File: config.mk
export PLATFORM = sky130hd
export DESIGN_NAME = sevseg_scan_ctrl
export DESIGN_NICKNAME = d
export VERILOG_FILES = /design/src/rtl/sevseg_scan_ctrl.sv
export SDC_FILE = /design/constraint.sdc
export NUM_CORES = 1
export LEC_CHECK = 0
export ABC_AREA = 1
export BUFFER_PORTS_ARGS = -buffer_cell sky130_fd_sc_hd__buf_2
export CAP_MARGIN = 15
export CORE_MARGIN = 4
export CORE_UTILIZATION = 62
export DETAILED_ROUTE_END_ITERATION = 16
export HOLD_SLACK_MARGIN = 0.12
export PLACE_DENSITY_LB_ADDON = 0.05
export SLEW_MARGIN = 5
export SYNTH_ARGS = -nofsm -noshare
export SYNTH_HDL_FRONTEND = slang
export SYNTH_SLANG_ARGS = --single-unit
File: constraint.sdc
create_clock -name clk -period 3.39 [get_ports clk]
set_input_delay 1.017 -clock clk [delete_from_list [all_inputs] [get_ports clk]]
set_output_delay 1.017 -clock clk [all_outputs]
set_load 0.01 [all_outputs]
File: src/rtl/sevseg_scan_ctrl.sv
`default_nettype none
// ============================================================================
//  Module      : sevseg_scan_ctrl
//  Description : Time-multiplexed scan controller for common-anode seven-
//                segment digits sharing one hex decoder. Cycles an active-low
//                one-hot digit enable with dead time between digits, and
//                double-buffers the displayed value so that updates only take
//                effect on frame boundaries.
//                Optional build macro SEVSEG_LZ_BLANK_EN enables leading-zero
//                suppression on digits above digit 0.
//  Revision    : 1.0 - initial release
// ============================================================================
module sevseg_scan_ctrl #(
    parameter int NUM_DIGITS  = 4,
    parameter int REFRESH_DIV = 50000,
    parameter int DEAD_CYCLES = 500,
    parameter int CNT_W       = 16
) (
    input  logic                    clk,
    input  logic                    rst,
    input  logic                    load,
    input  logic [4*NUM_DIGITS-1:0] value,
    output logic                    ready,
    output logic [NUM_DIGITS-1:0]   an_n,
    output logic [3:0]              hex,
    output logic                    blank,
    output logic                    frame_done
);

    localparam int IDX_W = (NUM_DIGITS > 1) ? $clog2(NUM_DIGITS) : 1;

    localparam logic [0:0] S_DEAD  = 1'b0;
    localparam logic [0:0] S_DRIVE = 1'b1;

    localparam logic [CNT_W-1:0] C_DEAD_LAST = CNT_W'(DEAD_CYCLES - 1);
    localparam logic [CNT_W-1:0] C_SLOT_LAST = CNT_W'(REFRESH_DIV - 1);
    localparam logic [IDX_W-1:0] C_IDX_LAST  = IDX_W'(NUM_DIGITS - 1);

    // Scan state
    logic [0:0]       r_state;
    logic [CNT_W-1:0] r_cnt;
    logic [IDX_W-1:0] r_idx;

    // Double buffer and handshake
    logic [4*NUM_DIGITS-1:0] r_shadow;
    logic [4*NUM_DIGITS-1:0] r_active;
    logic                    r_pending;
    logic                    r_ready;

    // Registered outputs
    logic [NUM_DIGITS-1:0] r_an_n;
    logic [3:0]            r_hex;
    logic                  r_blank;
    logic                  r_frame_done;

    // Next-state terms
    logic [0:0]            w_state_nxt;
    logic [CNT_W-1:0]      w_cnt_nxt;
    logic [IDX_W-1:0]      w_idx_nxt;
    logic                  w_wrap;
    logic                  w_accept;
    logic [NUM_DIGITS-1:0] w_supp;
    logic                  w_lit;
    logic [3:0]            w_nib;
    logic [NUM_DIGITS-1:0] w_an_nxt;

`ifdef SEVSEG_LZ_BLANK_EN
    // A digit above 0 is dark when it and every more significant nibble is 0
    for (genvar k = 0; k < NUM_DIGITS; k++) begin : g_lz_digit
        if (k == 0) begin : g_lz_d0
            assign w_supp[k] = 1'b0;
        end else begin : g_lz_dk
            assign w_supp[k] = ~|r_active[4*NUM_DIGITS-1:4*k];
        end
    end
`else
    assign w_supp = '0;
`endif

    assign w_accept = load & r_ready;

    // Slot counter, digit index and DEAD/DRIVE sequencing
    always_comb begin
        w_state_nxt = r_state;
        w_cnt_nxt   = r_cnt + 1'b1;
        w_idx_nxt   = r_idx;
        w_wrap      = 1'b0;
        case (r_state)
            S_DEAD: begin
                if (r_cnt == C_DEAD_LAST) begin
                    w_state_nxt = S_DRIVE;
                end
            end
            S_DRIVE: begin
                if (r_cnt == C_SLOT_LAST) begin
                    w_state_nxt = S_DEAD;
                    w_cnt_nxt   = '0;
                    if (r_idx == C_IDX_LAST) begin
                        w_idx_nxt = '0;
                        w_wrap    = 1'b1;
                    end else begin
                        w_idx_nxt = r_idx + 1'b1;
                    end
                end
            end
            default: begin
                w_state_nxt = S_DEAD;
                w_cnt_nxt   = '0;
            end
        endcase
    end

    // Output values for the upcoming cycle, derived from the next scan position
    always_comb begin
        w_nib    = 4'h0;
        w_lit    = 1'b0;
        w_an_nxt = '1;
        for (int k = 0; k < NUM_DIGITS; k++) begin
            if (k == int'(w_idx_nxt)) begin
                w_nib = r_active[4*k +: 4];
                w_lit = (w_state_nxt == S_DRIVE) && !w_supp[k];
                if (w_lit) begin
                    w_an_nxt[k] = 1'b0;
                end
            end
        end
    end

    // Scan state register
    always_ff @(posedge clk or posedge rst) begin
        if (rst) begin
            r_state <= S_DEAD;
            r_cnt   <= '0;
            r_idx   <= '0;
        end else begin
            r_state <= w_state_nxt;
            r_cnt   <= w_cnt_nxt;
            r_idx   <= w_idx_nxt;
        end
    end

    // Load handshake and frame-aligned transfer from shadow to active
    always_ff @(posedge clk or posedge rst) begin
        if (rst) begin
            r_shadow  <= '0;
            r_active  <= '0;
            r_pending <= 1'b0;
            r_ready   <= 1'b1;
        end else begin
            if (w_wrap && r_pending) begin
                r_active <= r_shadow;
            end
            if (w_accept) begin
                r_shadow <= value;
            end
            // Pending is set only while ready, i.e. never together with a transfer
            if (w_accept) begin
                r_pending <= 1'b1;
            end else if (w_wrap) begin
                r_pending <= 1'b0;
            end
            // Ready re-arms one cycle after the transfer clears pending
            if (w_accept) begin
                r_ready <= 1'b0;
            end else if (!r_pending) begin
                r_ready <= 1'b1;
            end
        end
    end

    // Registered pin-facing outputs; hex holds its value through dead time
    always_ff @(posedge clk or posedge rst) begin
        if (rst) begin
            r_an_n       <= '1;
            r_hex        <= 4'h0;
            r_blank      <= 1'b1;
            r_frame_done <= 1'b0;
        end else begin
            r_an_n       <= w_an_nxt;
            r_blank      <= !w_lit;
            r_frame_done <= w_wrap;
            if (w_state_nxt == S_DRIVE) begin
                r_hex <= w_nib;
            end
        end
    end

    assign ready      = r_ready;
    assign an_n       = r_an_n;
    assign hex        = r_hex;
    assign blank      = r_blank;
    assign frame_done = r_frame_done;

endmodule
`default_nettype wire

# Yosys cells after proc, flatten, opt, wreduce, memory -nomap -nowiden
# Cells that the tools add are included.
[word_totals]
memories = 0
ram_bits = 0
regBits = 63
elab_cells = 54
input_bits = 19
romBits = 0
latch_bits = 0
[classes]
mul = 0
shift = 0
n_mux = 28
n_eq_ne = 7
reduce_logical = 4
add_sub_neg = 2
bitwise = 2
n_div = 0
magnitude_cmp = 0
[ops]
columns = ["operator", "n"]
rows = [
  ["$mux 16", 2],
  ["$mux 1", 18],
  ["$add 16x1->16 const B", 1],
  ["$eq 16x16->1 const B", 1],
  ["$eq 16x9->1 const B", 1],
  ["$mux 4", 4],
  ["$mux 2", 3],
  ["$eq 2x2->1 const A", 2],
  ["$add 2x1->2 const B", 1],
  ["$eq 1x2->1 const A", 1],
  ["$eq 2x2->1 const B", 1],
  ["$logic_not 2->1", 1],
  ["$ne 2x1->1 const B", 1],
  ["$pmux 1 s2", 1],
  ["$reduce_bool 2->1", 1],
  ["$and 1x1->1", 1],
  ["$logic_and 1x1->1", 1],
  ["$logic_not 1->1", 1],
  ["$not 1->1", 1],
]

# Depth between registers and ports, before layout
# Gate-level depths: netlist (run 1).
[depth]
depth_word = 10
mapped_depth = 13
depth_no_buf = 12

# Worst setup path after synthesis (run 1)
# No wires, ideal clock.
[synth_timing]
path_kind = "register to register"
from = "register r_cnt[0]"
to = "register r_active[0]"
path_buffers = 1
slack_ns = 1.665
stages_incl_launch_ff = 9
arrival_ns = 1.600
required_ns = 3.265
cell_sequence = "dfrtp_1 > ha_1 > nand2_1 > nor2_4 > nand3_4 > nor2_8 > nand2_4 > buf_6 > mux2_4"
[synth_between]
elab_chain_cells = 4
[synth_lines]
columns = ["item", "line_no", "source"]
rows = [
  ["from (decl)", "41", "logic [CNT_W-1:0] r_cnt;"],
  ["from (signal assigned)", "137", "r_cnt <= w_cnt_nxt;"],
  ["$eq 16x16->1", "95", "if (r_cnt == C_SLOT_LAST) begin"],
  ["$mux 1", "95", ""],
  ["$mux 1", "88", "case (r_state)"],
  ["named net w_wrap", "60", "logic w_wrap;"],
  ["$logic_and 1x1->1", "150", "if (w_wrap && r_pending) begin"],
  ["to (signal assigned)", "151", "r_active <= r_shadow;"],
  ["to (decl)", "46", "logic [4*NUM_DIGITS-1:0] r_active;"],
]
# The timed path passes the listed nets, and every way through them passes these cells.
# A chain may end at the register's enable or synchronous reset.

# Final worst setup path (run 1)
[layout_timing]
from = "register r_ready, in the netlist ready"
to = "output port ready"
[layout_lines]
columns = ["item", "line_no", "source"]
rows = [
  ["from (decl)", "48", "logic r_ready;"],
  ["from (signal assigned)", "148", "r_ready <= 1'b1;"],
  ["from (signal assigned)", "164", "r_ready <= 1'b0;"],
  ["from (signal assigned)", "166", "r_ready <= 1'b1;"],
  ["to (decl)", "23", "output logic ready,"],
]
# No word-level cell between the ends.

==> flow_summary_export.csv, run 1 <==
group,metric,value,unit
status,outcome,"completed",
cts,htree_levels,3,
cts,clock_path_buffers,2,
layout,syn_to_final_growth,14.5,%
worst_setup_path,regToRegSetupSlack,1.44,ns
worst_setup_path,critPathBufInv,1,
layout,fillCellCount,333,
yosys,ys_seq_area_share,56.1,%
cts,path_clk_slew,0.06,ns
floorplan,dieArea,5700,um^2
yosys,synth.most_common_cell,"nand2_1",
worst_setup_path,cp-end-kind,"output port",
cts,clock_latency,0.33,ns
placed_design,place_area,3020,um^2
worst_setup_path,required,2.37,ns
global_routing,grt-ovfl-total,0,
placed_design,gp_congestion,0.916,
worst_setup_path,crit_path_start,"ready",
cts,root_buffer,"clkbuf_8",
worst_setup_path,start_kind,"flip-flop",
yosys,async_flop_share,100,%
power_and_ir_drop,irDropWorstVdd,0.000431,V
layout,layout.nets,362,
power_and_ir_drop,power-per-cell-area,499,nW/um^2
cts,cts_tree,"built",
yosys,synth_ff_type,"dfrtp_1",
yosys,synth_top_area_share,50.5,%
sta,setup_viol,0,
route,firstDrtPassIters,4,
hold_path,min_to,"r_cnt[0]",
route,via_per_inst,5.11,
worst_setup_path,worstPathCellList,"buf_2",
worst_setup_path,r2r_start,"r_cnt[0]",
layout,final_cells,398,
sta,rsz0062_at_grt,"no",
floorplan,die_w,75.5,um
sta,slew_headroom,62.8,%
layout,fin_area,3230,um^2
global_routing,grt_first_pass_wirelength,8970,um
yosys,ys_types,31,
floorplan,ios,30,
worst_setup_path,r2r_cells,12,
sta,finalCriticalPeriod,2.02,ns
worst_setup_path,crit_fanout,3,
power_and_ir_drop,finalPower,0.00161,W
route,routedWlPerCell,12.7,um
floorplan,floorplan.initialDensity,64.4,%
hold_path,min_from,"r_cnt[0]",
sta,report.final.slew_viol_count,0,
route,drc,0,
yosys,synth_warnings,0,
sta,post-route-period-util,59.6,%
yosys,synth_area,2820,um^2
sta,fmax,495,MHz
sta,finalSetupTns,0,ns
worst_setup_path,r2r-end,"hex[1]",
route,drt_iter0_drc,65,
yosys,synth_common_cells,"88 x nand2_1, 57 x dfrtp_1, 34 x inv_1",
route,drtAntennaViolNets,0,
power_and_ir_drop,p_leak,1.74,nW
cts,cts_setup_buffers,0,
yosys,synth_area_leaders,"dfrtp_1 51%, nand2_1 12%, dfstp_2 5.6%",
worst_setup_path,cpPeakStageDelay,0.54,ns
global_routing,track_usage,21.0,%
flow_run,drv_cap,0,
yosys,syn-num-nets,325,
worst_setup_path,worstPathArrival,1.00,ns
global_routing,grt_max_degree,28,
worst_setup_path,crit_type,"reg -> out",
yosys,yosys.area.top_type,"dfrtp_1",
sta,hold_viol,0,
yosys,synth_edf_count,0,
sta,skew,0.00723,ns
floorplan,fp-row-count,24,
layout,diodes,0,
sta,worst_slew_pin_slew,0.558,ns
worst_setup_path,cpMaxStageDelayCell,"dfstp_2",
placed_design,numPlacedInstances,382,
hold_path,hold_depth,1,
global_routing,grt_pass1_vias,1992,
route,via_count,2032,
cts,cts_buffers,9,
floorplan,die_y,75.5,um
yosys,synth.ff_latch_count,63,
hold_path,hp-class,"reg -> reg",
floorplan,core_area,4380,um^2
yosys,syn_area_per_cell,9.29,um^2
placed_design,place.port_buffers,29,
worst_setup_path,crit_family,"flip-flops",
route,wirelength,5050,um
cts,cts_resized,0,
placed_design,dp_hpwl,3670,um
yosys,syn-instance-count,304,
global_routing,antenna_found_initial,0,
cts,cts_hold_buffers,0,
layout,drive_above_1_share,23.1,%
cts,cts.sinks,63,
==> cell usage in the layout, fill, tap and decap left out <==
master,n
nand2_1,88
dfrtp_1,57
inv_1,33
buf_2,29
nand3_1,24
nor2_1,18
o21ai_0,14
clkbuf_8,12
mux2_2,9
nand3b_1,6
dfstp_2,6
nand4_1,5
mux2_4,4
a21oi_1,4
nor3_1,4
nand2_2,3
inv_2,3
nor2_2,3
buf_4,3
nor2_4,2
o21ai_1,2
xnor2_1,2
xor2_1,2
ha_1,2
clkinv_2,2
nand3_4,1
nor2_8,1
nand2_4,1
o21a_1,1
o22ai_1,1
o31ai_1,1
a31oi_1,1
bufinv_16,1
clkbuf_1,1
==> stage by stage <==
stage                     hold WS [ns]  setup slack, ns  utilization (%)
after floorplan                  0.433            0.813                -
after global placement           0.442             1.37             69.0
after detailed placement         0.453             1.35             69.0
after CTS                        0.462             1.36             73.7
after global routing             0.486             1.15             73.7
final                            0.462             1.37             73.7
==> layout make-up <==
cell class	instances	area (um^2)	share of cell area, %
sequential	63	1580	49.0
multi-input combinational	199	1070	33.2
clock buffer	13	169	5.22
timing repair buffer	32	168	5.19
inverter	36	135	4.18
tap	52	65.1	2.01
clock inverter	3	40.0	1.24
==> power by group <==
group	total (W)	internal, W	switching (W)
sequential	0.000847	0.000817	0.0000306
combinational	0.0000964	0.0000394	0.0000569
clock	0.000669	0.000398	0.000271
==> per-layer routing <==
layer  GRT usage (%)  vias up  routed length, um
met5               0        -                  0
met4            8.16        0                110
met3            5.94       13                214
met2            34.9       35               2520
met1            26.1      934               2200
li1                -     1050                  -
==> worst max path at each step <==
stage / slack, ns / depth (start not counted) / endpoint
floorplan: 0.81 / 1 / frame_done
global placement: 1.37 / 6 / r_shadow[12]
detailed placement: 1.35 / 5 / r_shadow[13]
CTS: 1.36 / 1 / ready
global route: 1.15 / 12 / hex[3]
finish: 1.37 / 1 / ready
==> flip-flops by register name (all words and copies together) (netlist names) <==
| signal | flops |
|---|---|
| blank | 1 |
| r_active | 16 |
| r_state | 1 |
| r_pending | 1 |
| an_n | 4 |
| hex | 4 |
| r_idx | 2 |
| r_shadow | 16 |
| frame_done | 1 |
| ready | 1 |
| r_cnt | 16 |
==> kinds of logic after synthesis <==
group           share of synthesized area (%)
compound gates                           4.52
simple gates                             25.6
buf+inv                                  5.94
xor+xnor                                 1.24
fa+ha+maj                               0.886
flops                                    56.1
mux                                      5.72
No activity file was read; power rests on OpenSTA's default activity.
==> run 2, diff against run 1 <==
--- a/config.mk
+++ b/config.mk
@@ -9,7 +9,7 @@
 export BUFFER_PORTS_ARGS = -buffer_cell sky130_fd_sc_hd__buf_2
 export CAP_MARGIN = 15
 export CORE_MARGIN = 4
-export CORE_UTILIZATION = 62
+export CORE_UTILIZATION = 52
 export DETAILED_ROUTE_END_ITERATION = 16
 export HOLD_SLACK_MARGIN = 0.12
 export PLACE_DENSITY_LB_ADDON = 0.05
==> constraint.sdc (replaced) <==
create_clock -name clk -period 1.68 [get_ports clk]
set_input_delay 0.504 -clock clk [delete_from_list [all_inputs] [get_ports clk]]
set_output_delay 0.504 -clock clk [all_outputs]
set_load 0.01 [all_outputs]
==> run 2 against run 1 <==
- register-to-register slack got worse by 1.4 ns
- clock power rose by 94%
- wire length rose by 16%
- sequential power rose by 100%
- hold slack got worse by 0.32 ns
- first-iteration DRC count rose by 11%
- non-clock buffer count rose by 35
- critical path depth rose by 6
- sequential share of layout area fell by 5.6 points
- count of clock-buffer cells in the layout fell by 1
- die area rose by 17%
- clock skew rose by 0.0037 ns
- critical path type is now reg -> reg
- largest cell class unchanged
- largest power group unchanged
- highest routed layer unchanged
==> flow_summary_export.csv, run 2 (synthesized netlist as in run 1, its figures left out) <==
group,metric,value,unit
status,outcome,"completed",
sta,worst_slew_pin_slew,0.538,ns
layout,layout.nets,398,
worst_setup_path,start_kind,"flip-flop",
floorplan,die_w,81.7,um
worst_setup_path,cp-end-kind,"flip-flop",
layout,largest_registers,"r_active x16, r_cnt x16, r_shadow x16",
global_routing,antenna_found_initial,0,
power_and_ir_drop,power-per-cell-area,881,nW/um^2
global_routing,grt_first_pass_wirelength,9830,um
power_and_ir_drop,intPower,0.00249,W
layout,layout_common_cells,"77 x nand2_1, 57 x dfrtp_1, 35 x buf_4",
worst_setup_path,crit_type,"reg -> reg",
route,via_count,2195,
sta,finalSetupTns,0,ns
cts,cts_tree,"built",
cts,cts.sinks,63,
sta,rsz0062_at_grt,"yes",
floorplan,die_y,81.7,um
layout,final_cells,451,
route,drt_iter0_drc,72,
global_routing,grt-ovfl-total,0,
cts,root_buffer,"clkbuf_8",
placed_design,place.port_buffers,29,
power_and_ir_drop,irDropWorstVdd,0.000644,V
power_and_ir_drop,seq_power_share,53.2,%
power_and_ir_drop,clkPwrFrac,40.4,%
flow_run,drv_cap,0,
sta,report.final.slew_viol_count,0,
floorplan,core_area,5170,um^2
worst_setup_path,crit_fanout,7,
global_routing,grt_max_degree,23,
floorplan,floorplan.initialDensity,54.6,%
power_and_ir_drop,power_switching,0.000726,W
floorplan,dieArea,6670,um^2
cts,htree_levels,3,
hold_path,hp-class,"in -> async",
cts,clock_latency,0.34,ns
global_routing,grt_pass1_vias,2194,
sta,slew_headroom,64.1,%
cts,cts_buffers,9,
sta,post-route-period-util,99.4,%
route,drc,0,
sta,fmax,599,MHz
sta,setup_viol,0,
worst_setup_path,r2r_cells,7,
placed_design,numPlacedInstances,434,
route,routedWlPerCell,12.9,um
cts,cts_hold_buffers,0,
global_routing,track_usage,20.1,%
floorplan,ios,30,
sta,finalCriticalPeriod,1.67,ns
floorplan,fp-row-count,26,
sta,skew,0.0110,ns
layout,syn_to_final_growth,29.2,%
layout,diodes,0,
layout,mostFrequentLayoutCell,"nand2_1",
power_and_ir_drop,p_leak,1.93,nW
route,drtAntennaViolNets,0,
power_and_ir_drop,comb_power_share,6.4,%
route,firstDrtPassIters,6,
cts,path_clk_slew,0.06,ns
route,via_per_inst,4.87,
worst_setup_path,required,1.90,ns
route,wirelength,5840,um
sta,hold_viol,0,
placed_design,gp_congestion,0.816,
placed_design,dp_hpwl,4220,um
worst_setup_path,worstPathArrival,1.89,ns
cts,clock_path_buffers,2,
layout,drive_above_1_share,35.2,%
power_and_ir_drop,switching_share,22.6,%
run 2: cell types whose count changed in the layout (fill, tap and decap cells not counted), moves of 3 or more:
cell and change:
buf_4 +32, nand2_4 +3, nor2_2 +3, nand2_2 +7, nand2_1 -11, nor2_1 -5, o21ai_0 -3
run 2: metal layers:
metal | vias to the layer above | global-route usage (%) | part of all wire [%]
li1 | 1123 | - | -
met1 | 1021 | 24.4 | 45
met2 | 40 | 33.7 | 50
met3 | 11 | 4.28 | 3.5
met4 | 0 | 10.5 | 2.0
met5 | - | 0 | 0
run 2: power by group through the flow:
stage / sequential, W / combinational (W) / clock [W]
after global routing: 0.00173 / 0.000246 / 0.00140
after global placement: 0.00173 / 0.000200 / 0
after detailed placement: 0.00174 / 0.000205 / 0
after CTS: 0.00171 / 0.000207 / 0.00133
after floorplan: 0.00172 / 0.000140 / 0
final: 0.00171 / 0.000205 / 0.00130
run 2: final cells by class:
type | count | area [um^2]
sequential | 63 | 1580
fill | 405 | 1520
multi-input combinational | 200 | 1180
timing repair buffer | 67 | 459
clock buffer | 12 | 155
inverter | 36 | 139
tap | 70 | 87.6
clock inverter | 3 | 42.5
run 2: path summary, 6_finish.rpt:
check                             from          end  slack [ns]
setup / recovery             r_cnt[10]  r_active[0]        0.01
hold / removal                     rst     r_cnt[9]        0.14
setup reg to reg             r_cnt[10]  r_active[0]        0.01
hold reg to reg            r_shadow[0]  r_shadow[0]        0.48
max in group asynchronous          rst        blank        1.02
min in group clk              value[0]  r_shadow[0]        0.35
run 2: stage by stage:
| stage | util (%) | setup slack (ns) | cell area [um^2] | hold WS [ns] | total power, W |
|---|---|---|---|---|---|
| 2_1_floorplan | - | -0.0174 | 2830 | 0.438 | 0.00186 |
| 3_3_place_gp | 64.5 | -0.112 | 3340 | 0.458 | 0.00193 |
| 3_5_place_dp | 64.5 | -0.113 | 3340 | 0.466 | 0.00194 |
| 4_1_cts | 68.8 | 0.00480 | 3560 | 0.141 | 0.00325 |
| 5_1_grt | 70.6 | -0.0890 | 3650 | 0.166 | 0.00338 |
| 6_report | 70.6 | 0.00990 | 3650 | 0.144 | 0.00322 |
run 2: timing repair:
item	CTS	global route
endpoints found under the setup margin	12	29
gates resized for setup	8	21
pin swaps	2	4
setup buffers	0	1
gates cloned	0	1
run 2: worst max-delay path: stages, from the launching register on:
cell,delay [ns]
dfrtp_1,0.40
nor2_2,0.18
nand2_2,0.09
nor2_4,0.12
nand3_4,0.13
nor2_8,0.21
nand2_8,0.11
mux2_4,0.31
==> run 3, diff against run 2 <==
--- a/config.mk
+++ b/config.mk
@@ -11,8 +11,10 @@
 export CORE_MARGIN = 4
 export CORE_UTILIZATION = 52
 export DETAILED_ROUTE_END_ITERATION = 16
+export GPL_TIMING_DRIVEN = 0
 export HOLD_SLACK_MARGIN = 0.12
 export PLACE_DENSITY_LB_ADDON = 0.05
+export RECOVER_POWER = 50
 export SLEW_MARGIN = 5
 export SYNTH_ARGS = -nofsm -noshare
 export SYNTH_HDL_FRONTEND = slang
==> run 3 against run 2 <==
- the run now ends with negative setup slack left
- register-to-register slack got worse by 0.08 ns
- clock skew decreased by 0.0024 ns
- non-clock buffer count decreased by 1
- sequential power about the same
- die area unchanged
- count of clock-buffer cells in the layout increased by 1
- combinational power decreased by 9%
- flip-flop and latch count unchanged
- via count increased by 2.2%
- critical path depth increased by 1
- wire length increased by 5.5%
- first-iteration DRC count increased by 72%
==> flow_summary_export.csv, run 3 (synthesized netlist as in run 1, its figures left out) <==
group,metric,value,unit
sta,setup_viol,18,
cts,htree_levels,3,
worst_setup_path,required,1.89,ns
power_and_ir_drop,p_leak,1.93,nW
route,drc,0,
route,via_per_inst,4.98,
sta,finalCriticalPeriod,1.75,ns
status,outcome,"finished with violations",
sta,rsz0062_at_grt,"yes",
placed_design,gp_congestion,0.790,
cts,cts_buffers,9,
sta,post-route-period-util,104,%
sta,slew_headroom,49.9,%
layout,syn_to_final_growth,28.9,%
worst_setup_path,cp-end-kind,"flip-flop",
layout,largest_registers,"r_active x16, r_cnt x16, r_shadow x16",
power_and_ir_drop,intPower,0.00238,W
worst_setup_path,crit_type,"reg -> reg",
layout,diodes,0,
route,routedWlPerCell,13.7,um
layout,final_util,70.4,%
worst_setup_path,worstPathArrival,1.96,ns
global_routing,antenna_found_initial,0,
route,wirelength,6160,um
global_routing,grt_max_degree,37,
layout,drive_above_1_share,35.5,%
floorplan,fp-row-count,26,
sta,setup_slack,-0.0679,ns
sta,skew,0.00857,ns
floorplan,die_w,81.7,um
sta,hold_viol,0,
layout,mostFrequentLayoutCell,"nand2_1",
power_and_ir_drop,seq_power_share,54.9,%
placed_design,dp_hpwl,3940,um
layout,layout.nets,396,
power_and_ir_drop,power_switching,0.000734,W
route,via_count,2243,
power_and_ir_drop,power-per-cell-area,854,nW/um^2
flow_run,drv_cap,0,
cts,clock_latency,0.34,ns
sta,report.final.slew_viol_count,0,
power_and_ir_drop,switching_share,23.6,%
status,violations,"negative setup slack",
sta,worst_slew_pin_slew,0.751,ns
cts,clock_path_buffers,2,
route,drtAntennaViolNets,0,
global_routing,grt_first_pass_wirelength,9980,um
power_and_ir_drop,irDropWorstVdd,0.000810,V
floorplan,core_area,5170,um^2
floorplan,ios,30,
route,drt_iter0_drc,124,
global_routing,grt-ovfl-total,0,
power_and_ir_drop,clkPwrFrac,39.0,%
sta,fmax,572,MHz
cts,cts_hold_buffers,0,
hold_path,hp-class,"in -> async",
worst_setup_path,start_kind,"flip-flop",
floorplan,die_y,81.7,um
cts,path_clk_slew,0.07,ns
sta,finalSetupTns,-0.640,ns
placed_design,place.port_buffers,29,
power_and_ir_drop,comb_power_share,6.0,%
cts,cts_tree,"built",
floorplan,floorplan.initialDensity,54.6,%
cts,cts.sinks,63,
global_routing,grt_pass1_vias,2140,
layout,layout_common_cells,"76 x nand2_1, 56 x dfrtp_1, 31 x inv_1",
cts,root_buffer,"clkbuf_8",
global_routing,track_usage,20.4,%
worst_setup_path,crit_fanout,8,
route,firstDrtPassIters,4,
floorplan,dieArea,6670,um^2
-- run 3: per-layer routing --
| metal | GRT usage (%) | share of wire, % | vias up |
|---|---|---|---|
| li1 | - | - | 1121 |
| met1 | 26.6 | 44 | 1057 |
| met3 | 4.61 | 4.0 | 18 |
| met4 | 12.1 | 3.0 | 0 |
| met2 | 31.3 | 49 | 47 |
| met5 | 0 | 0 | - |
-- run 3: worst max-delay path, stage by stage, from the launching register on --
cell and delay [ns]:
dfrtp_1 0.41, nor2_2 0.16, nand2_2 0.10, nor2_4 0.14, nand3_4 0.15, nor2_8 0.16, nand2_8 0.07, buf_12 0.15
mux2_4 0.29
-- run 3: worst paths after layout --
check | slack (ns) | cells after the start | end | from
min in group clk | 0.36 | 3 | r_shadow[6] | value[6]
worst min-delay path | 0.28 | 2 | r_cnt[11] | rst
worst max-delay path | -0.07 | 8 | r_active[2] | r_cnt[12]
worst max register to register | -0.07 | 8 | r_active[2] | r_cnt[12]
worst min register to register | 0.48 | 2 | hex[3] | hex[3]
max in group asynchronous | 0.30 | 3 | r_active[1] | rst
-- run 3: timing repair --
action | in CTS | in global routing
gates cloned | 1 | 0
pin swaps | 10 | 11
gates resized for setup | 26 | 24
setup endpoints to repair | 25 | 26
setup buffers | 18 | 11
-- run 3: metrics by stage --
step / setup slack, ns / instances / power [W] / cell area (um^2) / hold slack, ns
finish: -0.0679 / 450 / 0.00311 / 3640 / 0.278
floorplan: -0.0174 / 304 / 0.00186 / 2830 / 0.438
detailed placement: -0.366 / 404 / 0.00194 / 3090 / 0.463
global route: -0.190 / 450 / 0.00328 / 3640 / 0.341
global placement: -0.362 / 403 / 0.00192 / 3070 / 0.458
CTS: -0.0503 / 439 / 0.00316 / 3500 / 0.318
-- run 3: power by group through the flow --
stage / clock, W / combinational [W] / sequential [W]
6_report: 0.00121 / 0.000187 / 0.00171
2_1_floorplan: 0 / 0.000140 / 0.00172
3_5_place_dp: 0 / 0.000198 / 0.00174
3_3_place_gp: 0 / 0.000187 / 0.00173
4_1_cts: 0.00125 / 0.000200 / 0.00171
5_1_grt: 0.00132 / 0.000229 / 0.00173
-- run 3: area by class of cell --
| type | instances | area (um^2) |
|---|---|---|
| clock inverters | 3 | 17.5 |
| inverters | 36 | 141 |
| repair buffers | 60 | 385 |
| well taps | 70 | 87.6 |
| flip-flops and latches | 63 | 1590 |
| plain buffers | 6 | 53.8 |
| fillers | 397 | 1530 |
| multi-input cells | 199 | 1200 |
| clock buffers | 13 | 169 |
